`config.mk`:
```
export PLATFORM = sky130hd
export DESIGN_NAME = conv_window_ctrl
export DESIGN_NICKNAME = d
export VERILOG_FILES = /design/src/rtl/conv_window_ctrl.sv
export SDC_FILE = /design/constraint.sdc
export NUM_CORES = 1
export LEC_CHECK = 0
export CAP_MARGIN = 25
export CORE_MARGIN = 4
export CORE_UTILIZATION = 51
export CTS_CLUSTER_DIAMETER = 60
export DETAILED_ROUTE_END_ITERATION = 8
export GPL_ROUTABILITY_DRIVEN = 0
export PLACE_DENSITY = 0.78
export SLEW_MARGIN = 20
export SYNTH_ARGS = -nofsm -noshare
export SYNTH_HDL_FRONTEND = slang
export SYNTH_SLANG_ARGS = --single-unit
```
`constraint.sdc`:
```
create_clock -name clk -period 2.87 [get_ports clk]
set_input_delay 0.7175 -clock clk [delete_from_list [all_inputs] [get_ports clk]]
set_output_delay 0.7175 -clock clk [all_outputs]
set_load 0.01 [all_outputs]
```
`src/rtl/conv_window_ctrl.sv`:
```
// rtl/conv_window_ctrl.sv - column-read / window-shift sequencer feeding a conv MAC array
// Optional stride-2 support is compiled in when CONV_STRIDE2_EN is defined.
module conv_window_ctrl #(
  parameter int K_H    = 3,
  parameter int K_W    = 3,
  parameter int DIM_W  = 8,
  parameter int ADDR_W = 16
) (
  input  logic              clk,
  input  logic              rst_n,
  input  logic              start,
  input  logic [DIM_W-1:0]  cfg_img_w,
  input  logic [DIM_W-1:0]  cfg_img_h,
  input  logic [ADDR_W-1:0] cfg_base,
`ifdef CONV_STRIDE2_EN
  input  logic              cfg_stride2,
`endif
  output logic              rd_en,
  output logic [ADDR_W-1:0] rd_addr,
  output logic              load_en,
  output logic              win_valid,
  input  logic              mac_ready,
  output logic [DIM_W-1:0]  out_row,
  output logic [DIM_W-1:0]  out_col,
  output logic              busy,
  output logic              done,
  output logic              err
);

  localparam int CNT_W = $clog2(K_W + 2);

  localparam logic [DIM_W-1:0]  KW_D  = DIM_W'(K_W);
  localparam logic [DIM_W-1:0]  KH_D  = DIM_W'(K_H);
  localparam logic [DIM_W-1:0]  ONE_D = DIM_W'(1);
  localparam logic [CNT_W-1:0]  KW_C  = CNT_W'(K_W);
  localparam logic [CNT_W-1:0]  ONE_C = CNT_W'(1);
  localparam logic [CNT_W-1:0]  TWO_C = CNT_W'(2);
  localparam logic [ADDR_W-1:0] ONE_A = ADDR_W'(1);

  typedef enum logic [2:0] {
    S_IDLE,
    S_FILL,
    S_WAIT,
    S_STEP,
    S_DONE
  } state_t;

  state_t            state_q, state_d;
  logic              rd_en_q, rd_en_d;
  logic [ADDR_W-1:0] rd_addr_q, rd_addr_d;
  logic              load_en_q, load_en_d;
  logic              win_valid_q, win_valid_d;
  logic [DIM_W-1:0]  out_row_q, out_row_d;
  logic [DIM_W-1:0]  out_col_q, out_col_d;
  logic              busy_q, busy_d;
  logic              done_q, done_d;
  logic              err_q, err_d;
  logic [DIM_W-1:0]  img_w_q, img_w_d;
  logic [DIM_W-1:0]  ow_q, ow_d;
  logic [DIM_W-1:0]  oh_q, oh_d;
  logic [ADDR_W-1:0] row_addr_q, row_addr_d;
  logic [CNT_W-1:0]  rd_cnt_q, rd_cnt_d;
  logic [CNT_W-1:0]  ld_cnt_q, ld_cnt_d;
  logic              stride2_q, stride2_d;

  logic              start_s2;
  logic              cfg_bad;
  logic [DIM_W-1:0]  w_span;
  logic [DIM_W-1:0]  h_span;
  logic [CNT_W-1:0]  need;
  logic [CNT_W-1:0]  rd_cnt_inc;
  logic [ADDR_W-1:0] row_step;

`ifdef CONV_STRIDE2_EN
  assign start_s2 = cfg_stride2;
`else
  assign start_s2 = 1'b0;
`endif

  assign cfg_bad  = (cfg_img_w < KW_D) || (cfg_img_h < KH_D);
  assign w_span   = cfg_img_w - KW_D;
  assign h_span   = cfg_img_h - KH_D;
  // Address distance between the top rows of vertically adjacent windows.
  assign row_step = stride2_q ? (ADDR_W'(img_w_q) << 1) : ADDR_W'(img_w_q);

  // Next-state logic: reads run back-to-back, each load trails its read by one cycle,
  // and the window is only presented once every load for the phase has landed.
  always_comb begin
    state_d     = state_q;
    rd_en_d     = 1'b0;
    rd_addr_d   = rd_addr_q;
    load_en_d   = rd_en_q;
    win_valid_d = win_valid_q;
    out_row_d   = out_row_q;
    out_col_d   = out_col_q;
    err_d       = err_q;
    img_w_d     = img_w_q;
    ow_d        = ow_q;
    oh_d        = oh_q;
    row_addr_d  = row_addr_q;
    rd_cnt_d    = rd_cnt_q;
    ld_cnt_d    = ld_cnt_q;
    stride2_d   = stride2_q;
    need        = (state_q == S_FILL) ? KW_C : (stride2_q ? TWO_C : ONE_C);
    rd_cnt_inc  = rd_cnt_q + ONE_C;

    unique case (state_q)
      S_IDLE: begin
        if (start) begin
          img_w_d   = cfg_img_w;
          stride2_d = start_s2;
          ow_d      = (start_s2 ? (w_span >> 1) : w_span) + ONE_D;
          oh_d      = (start_s2 ? (h_span >> 1) : h_span) + ONE_D;
          out_row_d = '0;
          out_col_d = '0;
          rd_cnt_d  = '0;
          ld_cnt_d  = '0;
          if (cfg_bad) begin
            err_d   = 1'b1;
            state_d = S_DONE;
          end else begin
            err_d      = 1'b0;
            state_d    = S_FILL;
            rd_en_d    = 1'b1;
            rd_addr_d  = cfg_base;
            row_addr_d = cfg_base;
          end
        end
      end

      S_FILL, S_STEP: begin
        if (rd_en_q) begin
          rd_cnt_d = rd_cnt_inc;
          if (rd_cnt_inc < need) begin
            rd_en_d   = 1'b1;
            rd_addr_d = rd_addr_q + ONE_A;
          end
        end
        if (load_en_q) begin
          if (ld_cnt_q == need - ONE_C) begin
            ld_cnt_d    = '0;
            state_d     = S_WAIT;
            win_valid_d = 1'b1;
          end else begin
            ld_cnt_d = ld_cnt_q + ONE_C;
          end
        end
      end

      S_WAIT: begin
        if (win_valid_q && mac_ready) begin
          win_valid_d = 1'b0;
          rd_cnt_d    = '0;
          if (out_col_q != ow_q - ONE_D) begin
            // Slide right: the new columns continue straight on from the last read.
            state_d   = S_STEP;
            out_col_d = out_col_q + ONE_D;
            rd_en_d   = 1'b1;
            rd_addr_d = rd_addr_q + ONE_A;
          end else if (out_row_q != oh_q - ONE_D) begin
            state_d    = S_FILL;
            out_row_d  = out_row_q + ONE_D;
            out_col_d  = '0;
            row_addr_d = row_addr_q + row_step;
            rd_en_d    = 1'b1;
            rd_addr_d  = row_addr_q + row_step;
          end else begin
            state_d = S_DONE;
          end
        end
      end

      S_DONE: begin
        state_d = S_IDLE;
      end

      default: begin
        state_d = S_IDLE;
      end
    endcase

    busy_d = (state_d == S_FILL) || (state_d == S_WAIT) || (state_d == S_STEP);
    done_d = (state_d == S_DONE);
  end

  // State and output registers; reset also drops any read still in flight.
  always_ff @(posedge clk or negedge rst_n) begin
    if (!rst_n) begin
      state_q     <= S_IDLE;
      rd_en_q     <= 1'b0;
      rd_addr_q   <= '0;
      load_en_q   <= 1'b0;
      win_valid_q <= 1'b0;
      out_row_q   <= '0;
      out_col_q   <= '0;
      busy_q      <= 1'b0;
      done_q      <= 1'b0;
      err_q       <= 1'b0;
      img_w_q     <= '0;
      ow_q        <= '0;
      oh_q        <= '0;
      row_addr_q  <= '0;
      rd_cnt_q    <= '0;
      ld_cnt_q    <= '0;
      stride2_q   <= 1'b0;
    end else begin
      state_q     <= state_d;
      rd_en_q     <= rd_en_d;
      rd_addr_q   <= rd_addr_d;
      load_en_q   <= load_en_d;
      win_valid_q <= win_valid_d;
      out_row_q   <= out_row_d;
      out_col_q   <= out_col_d;
      busy_q      <= busy_d;
      done_q      <= done_d;
      err_q       <= err_d;
      img_w_q     <= img_w_d;
      ow_q        <= ow_d;
      oh_q        <= oh_d;
      row_addr_q  <= row_addr_d;
      rd_cnt_q    <= rd_cnt_d;
      ld_cnt_q    <= ld_cnt_d;
      stride2_q   <= stride2_d;
    end
  end

  assign rd_en     = rd_en_q;
  assign rd_addr   = rd_addr_q;
  assign load_en   = load_en_q;
  assign win_valid = win_valid_q;
  assign out_row   = out_row_q;
  assign out_col   = out_col_q;
  assign busy      = busy_q;
  assign done      = done_q;
  assign err       = err_q;

endmodule
```
==> impl_metrics.py <==
metrics = {
    "route": {
        "viasPerCell": 6.23,
        "drt_first_pass_iters": 6,
        "via_count": 5493,
        "drc": 0,
        "route.antenna.remaining_nets": 0,
        "routedWlPerCell_um": 18.6,
        "detail_route.iter0.violations": 548,
        "detail_route.wirelength_um": 16400,
    },
    "timing": {
        "timing_max_transition_violations_final": 0,
        "setup_tns_final_ns": 0,
        "maxClockFrequency_mhz": 360,
        "layout_min_cycle_time_ns": 2.78,
        "report.final.setup_viol": 0,
        "max-slew-margin-rel": 0.525,
        "timing.final.crit_share": 0.969,
        "final.hold.worst_slack_ns": 0.374,
        "timing.clock.skew_ns": 0.0157,
        "finalHoldViolCount": 0,
        "tightestPinTransition_ns": 0.703,
    },
    "place": {
        "port_buffers": 73,
        "placement.cell_area_mm2": 0.00673,
        "post-dp-hpwl_um": 11800,
    },
    "clock_tree": {
        "clkLatencyLatePin_ns": 0.37,
        "max-clock-path-buffers": 2,
        "cts_num_sinks": 86,
        "cts_inserted_buffers": 9,
        "hold_buffers": 0,
        "clk_pin_slew_worst_paths_ns": 0.09,
        "h-tree-depth": 3,
        "cts_tree": "yes",
        "cts_root_buffer": "sky130_fd_sc_hd__clkbuf_8",
    },
    "worst_setup_path": {
        "cp_data_arrival_time_ns": 3.04,
        "regToRegStartpoint": "img_w_q[2]$_DFFE_PN0P_",
        "crit_required_ns": 3.13,
        "setup_slack_reg_to_reg_ns": 0.09,
        "critical_path_sink_type": "flop",
        "r2r_end": "rd_addr[13]$_DFFE_PN0P_",
        "worstPathCellList": "ha_1 -> a21oi_1 -> a2111oi_0 -> buf_4 -> o311ai_0 -> xnor2_1 -> and3_1 -> a221o_1 -> a22o_1",
        "r2r.worst_path.cells": 9,
        "worstSetupStartpointType": "flop",
        "worst-path-buf-inv": 1,
        "worst_path_dominant_cell_family": "compound AO/OA/AOI/OAI gates",
        "cp_max_fo": 4,
        "critical_path_class": "reg2reg",
        "slowest_stage": "sky130_fd_sc_hd__o311ai_0",
        "slowest_delay_ns": 0.55,
    },
    "synthesis": {
        "postSynthRegisterBits": 86,
        "yosysMostFrequentCell": "sky130_fd_sc_hd__nand2_1",
        "cell_types_occupying_the_most_area_after_synthesis": "sky130_fd_sc_hd__dfrtp_1 (39%), sky130_fd_sc_hd__nand2_1 (6.3%), sky130_fd_sc_hd__xnor2_1 (4.7%)",
        "synth_ff_type": "sky130_fd_sc_hd__dfrtp_1",
        "syn-instance-count": 633,
        "synth-edff-count": 0,
        "synth_common_cells": "sky130_fd_sc_hd__nand2_1 (94), sky130_fd_sc_hd__dfrtp_1 (86), sky130_fd_sc_hd__o21ai_0 (41)",
        "synth.top_cell.area_share": 0.387,
        "yosysSeqAreaShare": 0.387,
        "synth_top_cell_by_area": "sky130_fd_sc_hd__dfrtp_1",
        "post_synth.cell_area_avg_um2": 8.78,
        "netlist_area_mm2": 0.00556,
        "synthDistinctLibCells": 67,
        "synthesis.yosys.warnings": 0,
        "postSynth.asyncResetShare": 1.00,
        "syn_nets": 688,
    },
    "grt": {
        "antenna_found_initial": 0,
        "globalRouteOverflowTotal": 0,
        "maximum_number_of_pins_on_one_net_before_global_route_repair": 47,
        "first_global_vias": 5415,
        "grt_pass1_wl_um": 26900,
        "grt_usage": 0.259,
    },
    "finish": {
        "number_of_antenna_repair_diodes": 0,
        "nNetsFinal": 795,
        "stdcell_area_mm2": 0.00709,
        "layout-drive-gt1-share": 0.130,
        "area_growth_pct": 27.5,
    },
    "run": {
        "maxCapViolations": 0,
    },
    "floorplanning": {
        "design.die.area_mm2": 0.0126,
        "die_width_um": 112,
        "row_count": 37,
        "boundaryPins": 74,
        "core_area_mm2": 0.0105,
        "initial_utilization": 0.531,
        "dieHeight_um": 112,
    },
    "power": {
        "leakagePower_nw": 3.00,
        "irDropWorstVdd_v": 0.000547,
        "power_per_cell_area_mw_per_mm2": 1040,
    },
    "status": {
        "result_of_the_run": "finished clean",
    },
    "hold_path": {
        "min-delay-path-class": "in2async",
    },
}
==> power breakdown <==
group / internal, mW / total (mW) / switching (mW)
clock network: 0.514 / 0.973 / 0.459
logic: 1.86 / 4.10 / 2.24
registers: 1.68 / 2.29 / 0.609
total: 4.06 / 7.36 / 3.31
==> per-stage QoR <==
| stage | utilization | power (mW) | setup WS [ns] | std cells |
|---|---|---|---|---|
| final | 0.678 | 7.36 | 0.0902 | 881 |
| after floorplan | - | 4.70 | 0.178 | 633 |
| after CTS | 0.667 | 7.13 | 0.0115 | 877 |
| after global routing | 0.678 | 7.88 | -0.00233 | 881 |
| after detailed placement | 0.644 | 6.13 | -0.141 | 861 |
| after global placement | 0.644 | 5.93 | -0.0866 | 861 |
==> worst max-delay path by stage <==
stage / depth (start not counted) / slack, ns / endpoint / startpoint
3_5_place_dp: 7 / -0.14 / row_addr_q[13]$_DFFE_PN0P_ / cfg_img_h[4]
6_report: 9 / 0.09 / rd_addr[13]$_DFFE_PN0P_ / img_w_q[2]$_DFFE_PN0P_
2_1_floorplan: 11 / 0.18 / rd_addr[5]$_DFFE_PN0P_ / img_w_q[0]$_DFFE_PN0P_
4_1_cts: 9 / 0.01 / out_col[3]$_DFFE_PN0P_ / oh_q[0]$_DFFE_PN0P_
3_3_place_gp: 8 / -0.09 / row_addr_q[8]$_DFFE_PN0P_ / cfg_img_w[5]
5_1_grt: 11 / -0.002 / rd_addr[4]$_DFFE_PN0P_ / img_w_q[0]$_DFFE_PN0P_
==> cell families after synthesis <==
| group | synth area share |
|---|---|
| mux | 0.0110 |
| flops | 0.387 |
| compound gates | 0.225 |
| xor+xnor | 0.0693 |
| simple gates | 0.225 |
| fa+ha+maj | 0.0441 |
| buf+inv | 0.0392 |
==> sequential cells by signal, indices dropped and copies added, names as in the netlist <==
| signal | flops |
|---|---|
| ow_q | 7 |
| ld_cnt_q | 3 |
| oh_q | 8 |
| state_q | 3 |
| done | 1 |
| busy | 1 |
| out_col | 8 |
| load_en | 1 |
| row_addr_q | 16 |
| rd_addr | 16 |
| rd_cnt_q | 3 |
| img_w_q | 8 |
| win_valid | 1 |
| err | 1 |
| out_row | 8 |
| rd_en | 1 |
==> cell type report <==
class	count	area [um2]
Fill cell	858	3370
Multi-Input combinational cell	494	3290
Sequential cell	86	2150
Timing Repair Buffer	128	1170
Tap cell	136	170
Clock buffer	11	141
Clock inverter	5	82.6
Inverter	21	81.3
==> cell usage in the layout (no fill, tap or decap), types with 10 or more instances in the layout <==
cell type / count
sky130_fd_sc_hd__xor2_1: 14
sky130_fd_sc_hd__inv_1: 20
sky130_fd_sc_hd__a21oi_1: 27
sky130_fd_sc_hd__nor3_1: 13
sky130_fd_sc_hd__ha_1: 18
sky130_fd_sc_hd__a22o_1: 11
sky130_fd_sc_hd__nand2_1: 94
sky130_fd_sc_hd__dfrtp_1: 85
sky130_fd_sc_hd__nor2b_1: 10
sky130_fd_sc_hd__o21ai_0: 40
sky130_fd_sc_hd__buf_4: 51
sky130_fd_sc_hd__o32ai_1: 10
sky130_fd_sc_hd__clkdlybuf4s50_1: 72
sky130_fd_sc_hd__nor2_1: 32
sky130_fd_sc_hd__a31oi_1: 14
sky130_fd_sc_hd__xnor2_1: 30
sky130_fd_sc_hd__nand3_1: 28
sky130_fd_sc_hd__clkbuf_8: 10
sky130_fd_sc_hd__and3_1: 15
==> routing by layer <==
metal  wire (um)  track usage  part of all wire  up-vias
met5           0            0                 0        -
met4         426       0.0946             0.026        0
met3        1330       0.0491             0.081       41
met2        7470        0.397              0.46      271
met1        7160        0.367              0.44     2625
li1            -            -                 -     2556
==> repair_timing <==
item	CTS	global route
pin swaps	0	1
gates resized for setup	3	18
gates cloned	0	1
buffers inserted	0	3
setup endpoints to repair	6	27
No activity file was read; power rests on OpenSTA's default activity.
==> variant 1 (same flow settings) <==
The option `CONV_STRIDE2_EN` is turned on by a define.
--- a/src/rtl/conv_window_ctrl.sv
+++ b/src/rtl/conv_window_ctrl.sv
@@ -2,2 +2,4 @@
 // Optional stride-2 support is compiled in when CONV_STRIDE2_EN is defined.
+`define CONV_STRIDE2_EN
+
 module conv_window_ctrl #(
Ports: changed (added cfg_stride2); port bits go from 74 to 75. No check against the original RTL was run, so the function may have changed too.
==> variant 1 against the unedited design <==
  * The run now ends with setup timing left
  * Wire length is 22% higher
  * Sequential cell count is 2 higher
  * Largest cell class unchanged
  * Design area is 24% higher
  * Area after synthesis is 16% higher
  * Total power is 19% higher
  * Worst setup slack worse by 0.11 ns
  * Critical path depth is 2 higher
  * Clock power is 12% higher
  * Clock skew is 0.0039 ns lower
  * Synthesized cell count is 19% higher
==> variant 1: results (changes against the unedited design) <==
| Metric | Value |
|---|---|
| Placed Cells | `1053 (+22%)` |
| DRT Pass-1 Iters | `8 (+2)` |
| Leak | `3.79 nW (+26%)` |
| Cell at the slowest stage of the critical path | `dfrtp_1` |
| Post-synthesis sequential area ratio | `34.2% (-4.5 points)` |
| Synthesized area per cell | `8.52 sq um (-2.9%)` |
| Worst ir drop on vdd | `0.512 mV (-6.3%)` |
| Int Power | `4.99 mW (+23%)` |
| CP arrival | `3.19 ns (+0.15 ns)` |
| Netlist cell types | `74 (+10%)` |
| Vias/cell | `6.22 (-0.20%)` |
| Worst-Margin Slew | `0.629 ns (-0.0738 ns)` |
| Failing checks | `setup timing` |
| Hold_ws | `0.322 ns (-0.0514 ns)` |
| Synth top area cells | `dfrtp_1, nand2_1, ha_1` |
| Layout net count | `980 (+23%)` |
| Post-DP HPWL | `14.2 mm (+21%)` |
| Fillers | `861 (+0.35%)` |
| Pre-CTS WS | `-0.465 ns (-0.324 ns)` |
| Layout cells sized above 1 | `24.5% (+11 points)` |
| Status | `finished with violations` |
| Root buf cell | `clkbuf_16` |
| Synthesized Nets | `815 (+18%)` |
| IO buf count | `74 (+1.4%)` |
| Largest net degree at the start of global routing | `46 (-2.1%)` |
| DR iter-0 viols | `798 (+46%)` |
| GRT Total Usage | `26.7% (+0.81 points)` |
| Worst r2r path cells | `11 (+2)` |
| Clock-pin slew on the worst setup and hold paths | `0.07 ns (-0.02 ns)` |
| Final Worst Setup Slack | `-0.0230 ns (-0.113 ns)` |
| Endpoints failing setup | `1 (+1)` |
| Number of global-route vias before repair | `6493 (+20%)` |
| Setup tns final | `-0.0230 ns (-0.0230 ns)` |
## variant 1: cell types whose count changed after synthesis, moves of 9 or more
cell / unedited run / this run
o32ai_1: 10 / 1
o21ai_0: 41 / 55
o221ai_1: 1 / 10
clkbuf_1: 24 / 33
nor2_1: 32 / 61
mux2_2: 1 / 19
## variant 1: cell type report
type | count | area (sq um) | area share, %
clock buffers | 11 | 243 | 2.76
inverters | 16 | 62.6 | 0.710
multi-input cells | 610 | 4350 | 49.4
repair buffers | 195 | 1720 | 19.5
well taps | 168 | 210 | 2.39
clock inverters | 3 | 20.0 | 0.227
flip-flops and latches | 88 | 2200 | 25.0
## variant 1: kinds of logic after synthesis
family | synth area share, %
AND/OR/NAND/NOR | 22.1
multiplexers | 4.49
flip-flops | 34.2
buffers and inverters | 3.62
XOR/XNOR | 7.08
AO/OA/AOI/OAI | 23.9
adder cells (fa/ha/maj) | 4.59
## variant 1: power groups by stage
stage	Sequential (mW)	Combinational [mW]	Clock, mW
after floorplan	2.20	2.79	0
after global placement	2.23	4.28	0
after detailed placement	2.27	4.47	0
after CTS	2.26	4.89	1.09
after global routing	2.36	5.82	1.14
final	2.31	5.39	1.09
## variant 1: worst max-delay path by stage
stage,startpoint,end,cells after the start
4_1_cts,ow_q[0]$_DFFE_PN0P_,row_addr_q[13]$_DFFE_PN0P_,10
3_3_place_gp,cfg_img_h[4],row_addr_q[8]$_DFFE_PN0P_,8
5_1_grt,stride2_q$_DFFE_PN0P_,row_addr_q[14]$_DFFE_PN0P_,12
3_5_place_dp,cfg_img_h[4],row_addr_q[14]$_DFFE_PN0P_,8
6_report,stride2_q$_DFFE_PN0P_,row_addr_q[14]$_DFFE_PN0P_,11
2_1_floorplan,stride2_q$_DFFE_PN0P_,rd_addr[10]$_DFFE_PN0P_,10
## variant 1: per-layer routing
layer | track usage, % | wire, um | part of all wire [%] | up-vias
met3 | 4.77 | 1520 | 7.6 | 64
li1 | - | - | - | 3121
met5 | 0 | 0 | 0 | -
met4 | 10.1 | 637 | 3.2 | 0
met1 | 36.4 | 8290 | 42 | 3279
met2 | 42.6 | 9520 | 48 | 325
## variant 1: worst reg2reg max path: stages (launching register included)
cell	delay [ns]
dfrtp_1	0.39
buf_6	0.14
buf_4	0.13
mux2_2	0.33
ha_1	0.31
o21a_1	0.18
o21a_4	0.18
a31oi_4	0.11
nor3b_1	0.37
o22ai_2	0.16
o21ai_0	0.31
mux2_4	0.22
## variant 1: what timing repair did
action                     4_1_cts  5_1_grt
gates resized for setup         43       44
hold buffers                     0        0
setup buffers                   16        8
setup endpoints to repair       28       39
pin swaps                       17       26
==> variant 2 (config.mk and constraints unchanged) <==
Without the edit above. Make the reset (`rst_n`) synchronous in one clocked block.
--- a/src/rtl/conv_window_ctrl.sv
+++ b/src/rtl/conv_window_ctrl.sv
@@ -186,3 +186,3 @@
   // State and output registers; reset also drops any read still in flight.
-  always_ff @(posedge clk or negedge rst_n) begin
+  always_ff @(posedge clk) begin
     if (!rst_n) begin
Behaviour: differs if rst_n is asserted again (counterexample within 4 cycles, from zero or initial values and one cycle with rst_n low); with rst_n held inactive, the same outputs for 4 cycles.
==> variant 2 against the unedited design <==
  * Critical endpoint is now out_row[6]$_SDFFE_PN0P_
  * Wire length decreased by 6.2%
  * Area after synthesis fell by 3.2%
  * Design area shrank 5.3%
  * Worst setup slack about the same
  * Sequential cell count stayed put
  * Non-clock buffer count shrank 14
Power is not compared: it rests on default switching activity, and its combinational part moved more than twofold at a synthesized area within 25%.
==> variant 2: results (changes against the unedited design) <==
| Metric | Value |
|---|---|
| Hold Path Class | `reg2reg` |
| Non-Filler Instances | `917 (+4.1%)` |
| Post-DP HPWL | `11.4 mm (-3.1%)` |
| M1 GR Usage | `29.5% (-7.2 points)` |
| Met2 WL | `7.68 mm (+2.7%)` |
| M3 GR Usage | `3.55% (-1.4 points)` |
| Share of synthesized registers carrying an async set or reset | `0% (-100 points)` |
| Worst path max stage delay | `0.52 ns (-0.03 ns)` |
| Crit-path max FO | `15 (+11)` |
| Worst r2r path cells | `9 (unchanged)` |
| Fillers | `861 (+0.35%)` |
| Top cells by count, synth | `dfxtp_1, nand2_1, nor2_1` |
| Source of the critical timing path | `oh_q[2]$_SDFFE_PN0P_` |
| GRT Total Usage | `24.3% (-1.6 points)` |
| Placed Cells | `897 (+4.2%)` |
| Vias/cell | `6.15 (-1.4%)` |
| XOR/XNOR Fraction of Synth Area | `7.97% (+1.0 points)` |
| Layout net count | `831 (+4.5%)` |
| Netlist cell types | `72 (+7.5%)` |
| Met3 routed WL | `812 um (-39%)` |
| Synthesized Nets | `742 (+7.8%)` |
| Fin crit share | `96.9% (about the same)` |
| Cell at the slowest stage of the critical path | `or4_4` |
| First-pass GRT wire length | `25.4 mm (-5.4%)` |
| Clk_skew | `0.0164 ns (+0.000674 ns)` |
| Placed Area | `6410 sq um (-4.8%)` |
| CP arrival | `3.10 ns (+0.06 ns)` |
| Post-synthesis sequential area ratio | `32.0% (-6.7 points)` |
| Layout cells sized above 1 | `10.5% (-2.5 points)` |
| Synthesized area per cell | `7.83 sq um (-11%)` |
| Number of global-route vias before repair | `5430 (+0.28%)` |
| Hold_ws | `0.467 ns (+0.0933 ns)` |
| Largest net degree at the start of global routing | `40 (-15%)` |
| Crit-path leading delay family | `simple AND/OR/NAND/NOR gates` |
| Area of the multi-input gates | `3470 sq um (+5.6%)` |
| Synth top area cells | `dfxtp_1, nand2_1, a21oi_1` |
| Met2 Resource Use GR | `42.6% (+3.0 points)` |
| DR iter-0 viols | `388 (-29%)` |
| Wire per inst | `16.8 um (-9.9%)` |
| Status | `complete, no violations` |
| Pre-CTS WS | `-0.0948 ns (+0.0467 ns)` |
| Synth Area in Adders | `4.56% (+0.15 points)` |
| Max-slew headroom | `56.3% (+3.8 points)` |
## variant 2: power by group through the flow
| stage | Combinational (mW) | Clock, mW | Sequential, mW |
|---|---|---|---|
| after floorplan | 0.456 | 0 | 1.38 |
| after global placement | 0.710 | 0 | 1.38 |
| after detailed placement | 0.736 | 0 | 1.39 |
| after CTS | 0.741 | 1.00 | 1.36 |
| after global routing | 0.828 | 1.05 | 1.38 |
| final | 0.759 | 0.993 | 1.36 |
## variant 2: final cells by class
class / count / area share [%]
flip-flops and latches: 86 / 25.6
well taps: 136 / 2.53
clock inverters: 7 / 1.55
inverters: 19 / 1.06
multi-input cells: 546 / 51.7
clock buffers: 9 / 1.84
repair buffers: 114 / 15.7
## variant 2: repair_timing
action,4_1_cts,5_1_grt
resized for setup,1,11
pin swaps,0,2
hold buffers,0,0
setup endpoints to repair,7,46
setup buffers,0,4
